## config.mk

```make
export PLATFORM = sky130hd
export DESIGN_NAME = vga_timing_rx
export DESIGN_NICKNAME = d
export VERILOG_FILES = /design/src/rtl/vga_timing_rx.sv
export SDC_FILE = /design/constraint.sdc
export NUM_CORES = 1
export LEC_CHECK = 0
export ABC_AREA = 1
export BUFFER_PORTS_ARGS = -buffer_cell sky130_fd_sc_hd__buf_2
export CELL_PAD_IN_SITES_DETAIL_PLACEMENT = 1
export CELL_PAD_IN_SITES_GLOBAL_PLACEMENT = 2
export CORE_MARGIN = 1.5
export CORE_UTILIZATION = 35
export DETAILED_ROUTE_END_ITERATION = 16
export PLACE_DENSITY = 0.91
export SLEW_MARGIN = 20
export SYNTH_ARGS = -nofsm -noshare
export SYNTH_HDL_FRONTEND = slang
export SYNTH_SLANG_ARGS = --single-unit
```

## constraint.sdc

```tcl
create_clock -name clk -period 3.11 [get_ports clk]
set_input_delay 0.1555 -clock clk [delete_from_list [all_inputs] [get_ports clk]]
set_output_delay 0.1555 -clock clk [all_outputs]
set_load 0.02 [all_outputs]
```

## src/rtl/vga_timing_rx.sv

```systemverilog
// VGA timing receiver: measures hsync/vsync timing against the expected raster, locks after
// a run of clean frames and regenerates pixel coordinates and data-enable while locked.
module vga_timing_rx #(
  parameter int H_TOTAL     = 800,
  parameter int H_SYNC      = 96,
  parameter int H_VIS_START = 142,
  parameter int H_VISIBLE   = 640,
  parameter int V_TOTAL     = 525,
  parameter int V_VIS_START = 34,
  parameter int V_VISIBLE   = 480,
  parameter int LOCK_FRAMES = 2
) (
  input  logic       clk,
  input  logic       reset,
  input  logic       hsync_in,
  input  logic       vsync_in,
  output logic       locked,
  output logic       de,
  output logic [9:0] px_x,
  output logic [9:0] px_y,
  output logic       frame_start,
  output logic [9:0] line_len,
  output logic [9:0] frame_lines,
  output logic       err
);

  localparam logic [10:0] H_TOTAL_C = 11'(H_TOTAL);
  localparam logic [10:0] H_SYNC_C  = 11'(H_SYNC);
  localparam logic [10:0] H_VS_C    = 11'(H_VIS_START);
  localparam logic [10:0] H_VE_C    = 11'(H_VIS_START + H_VISIBLE);
  localparam logic [10:0] V_TOTAL_C = 11'(V_TOTAL);
  localparam logic [10:0] V_VS_C    = 11'(V_VIS_START);
  localparam logic [10:0] V_VE_C    = 11'(V_VIS_START + V_VISIBLE);
  localparam logic [3:0]  LOCK_C    = 4'(LOCK_FRAMES);

  typedef enum logic [1:0] {SEARCH, VERIFY, LOCKED} state_t;

  function automatic logic [9:0] sat_inc(input logic [9:0] v);
    return (v == 10'h3ff) ? v : v + 10'd1;
  endfunction

  state_t     state_q, state_d;
  logic       hs_prev_q, hs_prev_d, vs_prev_q, vs_prev_d;
  logic [9:0] rx_h_q, rx_h_d, rx_v_q, rx_v_d, hs_low_q, hs_low_d;
  logic       vs_pend_q, vs_pend_d;
  logic [3:0] good_cnt_q, good_cnt_d;
  logic       locked_q, locked_d, de_q, de_d, frame_start_q, frame_start_d, err_q, err_d;
  logic [9:0] px_x_q, px_x_d, px_y_q, px_y_d, line_len_q, line_len_d;
  logic [9:0] frame_lines_q, frame_lines_d;

  logic hfall, hrise, vfall, boundary, bad_line, bad_frame, h_vis, v_vis;

  always_comb begin
    hfall     = hs_prev_q & ~hsync_in;
    hrise     = ~hs_prev_q & hsync_in;
    vfall     = vs_prev_q & ~vsync_in;
    boundary  = hfall & vs_pend_q;
    bad_line  = (hfall && ({1'b0, rx_h_q} + 11'd1 != H_TOTAL_C))
             || (hrise && ({1'b0, hs_low_q} != H_SYNC_C))
             || (rx_h_q == 10'h3ff);
    bad_frame = boundary && ({1'b0, rx_v_q} + 11'd1 != V_TOTAL_C);

    hs_prev_d = hsync_in;
    vs_prev_d = vsync_in;
    rx_h_d     = hfall ? 10'd0 : sat_inc(rx_h_q);
    line_len_d = hfall ? sat_inc(rx_h_q) : line_len_q;
    // The hfall cycle is itself the first low sample, so the count restarts at 1.
    hs_low_d   = hfall ? 10'd1 : (!hsync_in ? sat_inc(hs_low_q) : hs_low_q);
    vs_pend_d  = vfall ? 1'b1 : (boundary ? 1'b0 : vs_pend_q);
    rx_v_d        = boundary ? 10'd0 : (hfall ? sat_inc(rx_v_q) : rx_v_q);
    frame_lines_d = boundary ? sat_inc(rx_v_q) : frame_lines_q;
  end

  always_comb begin
    state_d    = state_q;
    good_cnt_d = good_cnt_q;
    err_d      = 1'b0;
    case (state_q)
      SEARCH: begin
        if (boundary) begin
          state_d    = VERIFY;
          good_cnt_d = 4'd0;
        end
      end
      VERIFY: begin
        if (bad_line || bad_frame) begin
          state_d    = SEARCH;
          good_cnt_d = 4'd0;
        end else if (boundary) begin
          good_cnt_d = good_cnt_q + 4'd1;
          if (good_cnt_q + 4'd1 >= LOCK_C) state_d = LOCKED;
        end
      end
      LOCKED: begin
        if (bad_line || bad_frame) begin
          state_d    = SEARCH;
          good_cnt_d = 4'd0;
          err_d      = 1'b1;
        end
      end
      default: begin
        state_d    = SEARCH;
        good_cnt_d = 4'd0;
      end
    endcase
  end

  // Output stage: describes the rx_h/rx_v state of the current cycle, one cycle later.
  always_comb begin
    h_vis    = ({1'b0, rx_h_q} >= H_VS_C) && ({1'b0, rx_h_q} < H_VE_C);
    v_vis    = ({1'b0, rx_v_q} >= V_VS_C) && ({1'b0, rx_v_q} < V_VE_C);
    locked_d = (state_d == LOCKED);
    de_d     = locked_d & h_vis & v_vis;
    px_x_d   = de_d ? rx_h_q - H_VS_C[9:0] : 10'd0;
    px_y_d   = de_d ? rx_v_q - V_VS_C[9:0] : 10'd0;
    frame_start_d = de_d && (px_x_d == 10'd0) && (px_y_d == 10'd0);
  end

  always_ff @(posedge clk) begin
    if (reset) begin
      state_q       <= SEARCH;
      hs_prev_q     <= 1'b1;
      vs_prev_q     <= 1'b1;
      rx_h_q        <= '0;
      rx_v_q        <= '0;
      hs_low_q      <= '0;
      vs_pend_q     <= 1'b0;
      good_cnt_q    <= '0;
      locked_q      <= 1'b0;
      de_q          <= 1'b0;
      px_x_q        <= '0;
      px_y_q        <= '0;
      frame_start_q <= 1'b0;
      line_len_q    <= '0;
      frame_lines_q <= '0;
      err_q         <= 1'b0;
    end else begin
      state_q       <= state_d;
      hs_prev_q     <= hs_prev_d;
      vs_prev_q     <= vs_prev_d;
      rx_h_q        <= rx_h_d;
      rx_v_q        <= rx_v_d;
      hs_low_q      <= hs_low_d;
      vs_pend_q     <= vs_pend_d;
      good_cnt_q    <= good_cnt_d;
      locked_q      <= locked_d;
      de_q          <= de_d;
      px_x_q        <= px_x_d;
      px_y_q        <= px_y_d;
      frame_start_q <= frame_start_d;
      line_len_q    <= line_len_d;
      frame_lines_q <= frame_lines_d;
      err_q         <= err_d;
    end
  end

  assign locked      = locked_q;
  assign de          = de_q;
  assign px_x        = px_x_q;
  assign px_y        = px_y_q;
  assign frame_start = frame_start_q;
  assign line_len    = line_len_q;
  assign frame_lines = frame_lines_q;
  assign err         = err_q;

endmodule
```

# Word-level counts from Yosys, hierarchy flattened
# Cells that the tools add are included.
[classes] muxes=21 reduce_logical=20 bitwise_logic=11 magnitude_cmp=5 n_addsub=8 n_eq_ne=14
[ops] op="two-way mux 10 bit" count=4
[ops] op="adder 10 x 1 -> 10 bit (second input constant)" count=3
[ops] op="equality test 10 bit (second input constant)" count=3
[ops] op="adder 10 x 1 -> 11 bit (second input constant)" count=2
[ops] op="inequality test 11 x 10 -> 1 bit (second input constant)" count=2
[ops] op="logical NOT 10 bit" count=2
[ops] op="< comparator 10 bit (second input constant)" count=2
[ops] op="two-way mux 4 bit" count=4
[ops] op="one-hot mux 4 bit (3 select lines)" count=1
[ops] op="greater-or-equal comparator 10 x 6 -> 1 bit (second input constant)" count=1
[ops] op="greater-or-equal comparator 10 x 8 -> 1 bit (second input constant)" count=1
[ops] op="two-way mux 2 bit" count=5
[ops] op="inequality test 10 x 7 -> 1 bit (second input constant)" count=1
[ops] op="subtractor 10 x 6 -> 10 bit (second input constant)" count=1
[ops] op="subtractor 10 x 8 -> 10 bit (second input constant)" count=1
[ops] op="logical AND 1 bit" count=7
[ops] op="bitwise AND 1 bit" count=6
[ops] op="two-way mux 1 bit" count=6
[ops] op="inequality test 2 bit (second input constant)" count=3
[ops] op="one-hot mux 2 bit (3 select lines)" count=1
[ops] op="OR reduction 2 bit" count=3
[ops] op="inverter 1 bit" count=5
[ops] op="adder 4 x 1 -> 4 bit (second input constant)" count=1
[ops] op="equality test 2 bit (second input constant)" count=2
[ops] op="9 further kinds" count=12
[word_totals] in_bits=4 register_bits=83 elab_cells=96 output_inout_bits=44

# Depth between registers and ports, before layout
[logic_depth] word_depth=15 ltp_mapped=16 ltp_nobuf=16

# Worst setup path after synthesis
# OpenSTA, ideal clock, no wires.
[synth_timing] kind="flip-flop to flip-flop" from="reg rx_h_q[0]" to="reg px_y_q[1], in the netlist px_y[1]" slack_ps=1081 arrival_ps=1967 synth_period_minus_slack_ps=2029 stages_incl_launch_ff=15 required_ps=3048 path_buffers=1 setup_ps=62 path_cell_list="dfxtp_1 > ha_1 > nand3_2 > nor2_2 > nand2_1 > nand2_1 > nand2_1 > nor2_1 > nand2_1 > a21oi_4 > o2111ai_2 > nor2_4 > inv_4 > buf_6 > nor2_2"
[synth_between] elab_chain_cells=12 elab_cells_between_ends=17 cone_classes="add/sub (1); order compare (2); eq/ne (3); mux (4); bitwise (2); reduce/logical (5)"
[synth_lines] element="start: declaration" line="44" text="logic [9:0] rx_h_q, rx_h_d, rx_v_q, rx_v_d, hs_low_q, hs_low_d;"
[synth_lines] element="start signal: assignment" line="141" text="rx_h_q <= rx_h_d;"
[synth_lines] element="adder 10 x 1 -> 11 bit" line="58" text="bad_line = (hfall && ({1'b0, rx_h_q} + 11'd1 != H_TOTAL_C))"
[synth_lines] element="inequality test 11 x 10 -> 1 bit" line="58"
[synth_lines] element="logical AND 1 bit" line="58"
[synth_lines] element="logical OR 1 bit" line="59" text="|| (hrise && ({1'b0, hs_low_q} != H_SYNC_C))"
[synth_lines] element="logical OR 1 bit" line="60" text="|| (rx_h_q == 10'h3ff);"
[synth_lines] element="logical OR 1 bit" line="86, 95"
[synth_lines] element="two-way mux 2 bit, on equally long branches" line="95, 86"
[synth_lines] element="one-hot mux 2 bit (3 select lines)" line="78" text="case (state_q)"
[synth_lines] element="equality test 2 bit" line="112" text="locked_d = (state_d == LOCKED);"
[synth_lines] element="bitwise AND 1 bit (*) (2 in a row)" line="113" text="de_d = locked_d & h_vis & v_vis;"
[synth_lines] element="two-way mux 10 bit (*)" line="115" text="px_y_d = de_d ? rx_v_q - V_VS_C[9:0] : 10'd0;"
[synth_lines] element="end signal: assignment" line="149" text="px_y_q <= px_y_d;"
[synth_lines] element="end: declaration" line="48" text="logic [9:0] px_x_q, px_x_d, px_y_q, px_y_d, line_len_q, line_len_d;"
# Mark *: on every way between the ends. The rest lies on a longest branch, timed or not.
# A chain may end at the register's enable or synchronous reset.

# Worst setup path after layout
[layout_timing] from="reg rx_h_q[0]" to="reg good_cnt_q[2]"
[layout_between] elab_chain_cells=8 elab_cells_between_ends=12 cone_classes="add/sub (1); eq/ne (4); mux (2); reduce/logical (5)"
[layout_lines] element="adder 10 x 1 -> 11 bit" line="58"
[layout_lines] element="inequality test 11 x 10 -> 1 bit" line="58"
[layout_lines] element="logical AND 1 bit" line="58"
[layout_lines] element="logical OR 1 bit" line="59"
[layout_lines] element="logical OR 1 bit (*)" line="60"
[layout_lines] element="logical OR 1 bit (*)" line="86, 95"
[layout_lines] element="inequality test 3 bit (no source line) (tied with other cells)"
[layout_lines] element="AND reduction 3 bit (no source line) / one-hot mux 4 bit (3 select lines) (equally long branches)"
[layout_lines] element="end signal: assignment" line="145" text="good_cnt_q <= good_cnt_d;"
[layout_lines] element="end: declaration" line="46" text="logic [3:0] good_cnt_q, good_cnt_d;"
# Marks and branches as above.

==> run summary <==
Outcome - finished, final reports clean
Synth warnings - 0
Min-delay src - vsync_in
Largest fanout on the critical path - 6
Die footprint - 11920 um2
Share of layout cells above drive strength 1 - 15.21%
Minimum clock period - 2424 ps
Net Switching - 0.6258 mW
Final Total Pwr - 2.570 mW
Async S/R FF share, synth - 0%
Internal Power - 1.944 mW
Maximum vdd drop - 292.1 uV
Worst Setup Path Type - register to register
Clock power share - 47.8%
GP Congestion - 0.7736
Cell Rows - 38
Die Ht - 109.2 um
R2R Setup Slk - 690 ps
RSZ-0062 raised after global routing - false
FF/Latch Area - 1662 um2
Netlist cell types - 37
Starting Density - 36.09%
Sequential power share - 43.7%
Combinational fraction of design power - 8.4%
Die X-Extent - 109.2 um
Setup crit start kind - register
Routed Antenna Nets - 0
Final hold viol count - 0
Drt via density - 4.874
CP arrival - 2700 ps
Cell Count Post-Placement - 729
Hold Path Class - primary input to register
DRT Pass-1 Iters - 4
Layout Nets - 615
Static Leak - 2.317 nW
Fin crit share - 77.93%
Post-synth EDFFs - 0
Synth-to-layout area growth - 18.10%
Worst Tran Pin Value - 635.9 ps
Sw frac - 24.35%
CTS max path bufs - 2
Setup tns final - 0 ps
Hold_buf cts - 0
CTS buffer count - 9
Setup crit end kind - register
Reg-to-reg endpoint - good_cnt_q[2]
Grt ovf - 0
Post-route DRC - 0
Synthesized flop and latch total - 83
Slew Viols, Final - 0
Routed vias - 3631
Port bufs - 47
CTS tree - built
Final setup violating endpoints - 0
FF-to-FF path depth - 13
Post-Synthesis Cells - 552
Dpl hpwl - 8155 um
MaxCap Viol Count - 0
Number of global-route vias before repair - 3743
Antenna diodes - 0
CTS Sinks - 83
Non-Filler Instances - 745
Post-Syn Area per Cell - 7.149 um2
CTS H-tree lvls - 3
First-pass GRT wire length - 17570 um
WL per Instance - 14.29 um
Clk_skew - 7.911 ps
1st-iter DRT viols - 124
Fin area - 4661 um2
Mapped cell area - 3946 um2
CTS root buf - clkbuf_16
Syn Nets - 567
Top FF cell, synth - dfxtp_1
Multi-input gate area - 1899 um2
Skew-Pair Late Insertion Delay - 340 ps
Clk slew on worst S/H paths - 60 ps
Postcts setup bufs - 0
# IOs - 48
Tot GR Track Use - 19.36%
Post-CTS Resized - 0
Worst R2R Start - rx_h_q[0]
Core area - 10940 um2
Initial antenna violation count - 0
Routed Wire Length - 10650 um
Worst slew margin - 57.56%
Dpl cell area - 4319 um2
Largest net degree at the start of global routing - 21
Hold Path End - vs_prev_q
Sequential element share of the synthesized area - 42.11%
Peak Freq - 412.6 MHz
Worst hold path depth - 3
CP Data Required Time - 3390 ps
PwrDens - 551.4 nW/um2
Fillers - 1432
## how the worst max path moves through the flow
stage,depth (start not counted),startpoint,slack [ps],to
floorplan,14,rx_h_q[0],1080,px_y[1]
global placement,15,rx_v_q[0],830,good_cnt_q[3]
detailed placement,12,hs_prev_q,740,good_cnt_q[0]
CTS,13,rx_h_q[0],710,good_cnt_q[2]
global route,15,rx_h_q[0],350,good_cnt_q[3]
finish,13,rx_h_q[0],690,good_cnt_q[2]
## power groups by stage
| stage | Clock, mW | Sequential (mW) | Combinational [mW] |
|---|---|---|---|
| 2_1_floorplan | 0 | 1.15 | 0.147 |
| 3_3_place_gp | 0 | 1.15 | 0.211 |
| 3_5_place_dp | 0 | 1.15 | 0.219 |
| 4_1_cts | 1.26 | 1.12 | 0.221 |
| 5_1_grt | 1.29 | 1.13 | 0.248 |
| 6_report | 1.23 | 1.12 | 0.217 |
## worst max-delay path, cell delays in order, from the launching register on
cell      delay [ps]
dfxtp_1          450
ha_1             300
nand3_2          130
nor2_2           150
nand2_1           90
nand2_1           90
nand2_1           60
nor2_1           100
nand2_1           90
a21oi_4          210
nand2_1          100
nor2_1           280
nand3b_1         140
a21oi_1          170
## layout make-up
cell class              instances  area share [%]
clock inverters                 7           2.497
repair buffers                 51           5.691
flip-flops and latches         83           35.65
inverters                      84           6.819
clock buffers                   9           4.832
multi-input cells             371           40.75
well taps                     140           3.758
## state kept, by name (all words and copies together) (netlist names)
register	flops
vs_prev_q	1
err	1
rx_h_q	10
px_y	10
locked	1
line_len	10
good_cnt_q	4
state_q	2
frame_start	1
hs_prev_q	1
rx_v_q	10
vs_pend_q	1
px_x	10
hs_low_q	10
de	1
frame_lines	10
## cell usage in the layout, fill, tap and decap left out, types with 2 or more instances in the layout
master | netlist | layout
nand2_2 | 3 | 3
dfxtp_1 | 83 | 83
nor3b_1 | 2 | 2
clkinv_2 | 0 | 2
xnor2_1 | 3 | 3
nor2_4 | 2 | 2
nor2_1 | 57 | 57
buf_2 | 3 | 47
nor2_2 | 14 | 14
nand2_1 | 123 | 123
buf_4 | 1 | 4
a21oi_1 | 28 | 28
inv_1 | 82 | 82
nand4_1 | 7 | 7
o21ai_0 | 39 | 39
clkbuf_16 | 0 | 9
o22ai_1 | 2 | 2
xor2_1 | 12 | 12
o21bai_1 | 10 | 10
ha_1 | 11 | 11
a31oi_1 | 2 | 2
nor3_1 | 9 | 9
nand3_1 | 35 | 35
nand3b_1 | 2 | 2
bufinv_16 | 0 | 3
## routing by layer
metal | track usage [%] | wire, um | vias to the layer above
met3 | 5.320 | 328 | 11
met2 | 34.55 | 5356 | 43
met1 | 22.28 | 4816 | 1736
met5 | 0 | 0 | -
li1 | - | - | 1841
met4 | 6.215 | 145 | 0
## kinds of logic after synthesis
| family | after synthesis | share of synthesized area, % |
|---|---|---|
| compound gates | 87 | 12.65 |
| xor+xnor | 15 | 3.329 |
| fa+ha+maj | 11 | 3.488 |
| buf+inv | 98 | 9.765 |
| flops | 83 | 42.11 |
| mux | 1 | 0.2537 |
| simple gates | 257 | 28.41 |
## stage by stage
stage	util (%)	worst slack [ps]	hold WS, ps
CTS	42.62	714.1	6.127
detailed placement	39.50	739.0	366.0
finish	42.62	686.5	15.42
global placement	39.50	827.1	360.1
floorplan	-	1081	252.1
global route	42.62	346.6	25.59
## Yosys cell counts (2+ instances only)
cell type / count / area share, %
ha_1: 11 / 3.5
nand4_1: 7 / 1.1
nand3_1: 35 / 4.4
xnor2_1: 3 / 0.67
nor2_2: 14 / 2.2
clkbuf_1: 8 / 0.76
dfxtp_1: 83 / 42
buf_2: 3 / 0.38
nor2_1: 57 / 5.4
nand2_2: 3 / 0.48
o21bai_1: 10 / 1.9
xor2_1: 12 / 2.7
o21ai_0: 39 / 4.9
o22ai_1: 2 / 0.32
nand3b_1: 2 / 0.38
nor2_4: 2 / 0.57
inv_1: 82 / 7.8
nand2_1: 123 / 12
nor3b_1: 2 / 0.38
nor3_1: 9 / 1.1
a31oi_1: 2 / 0.32
a21oi_1: 28 / 3.6
(Power assumes the default switching activity.)
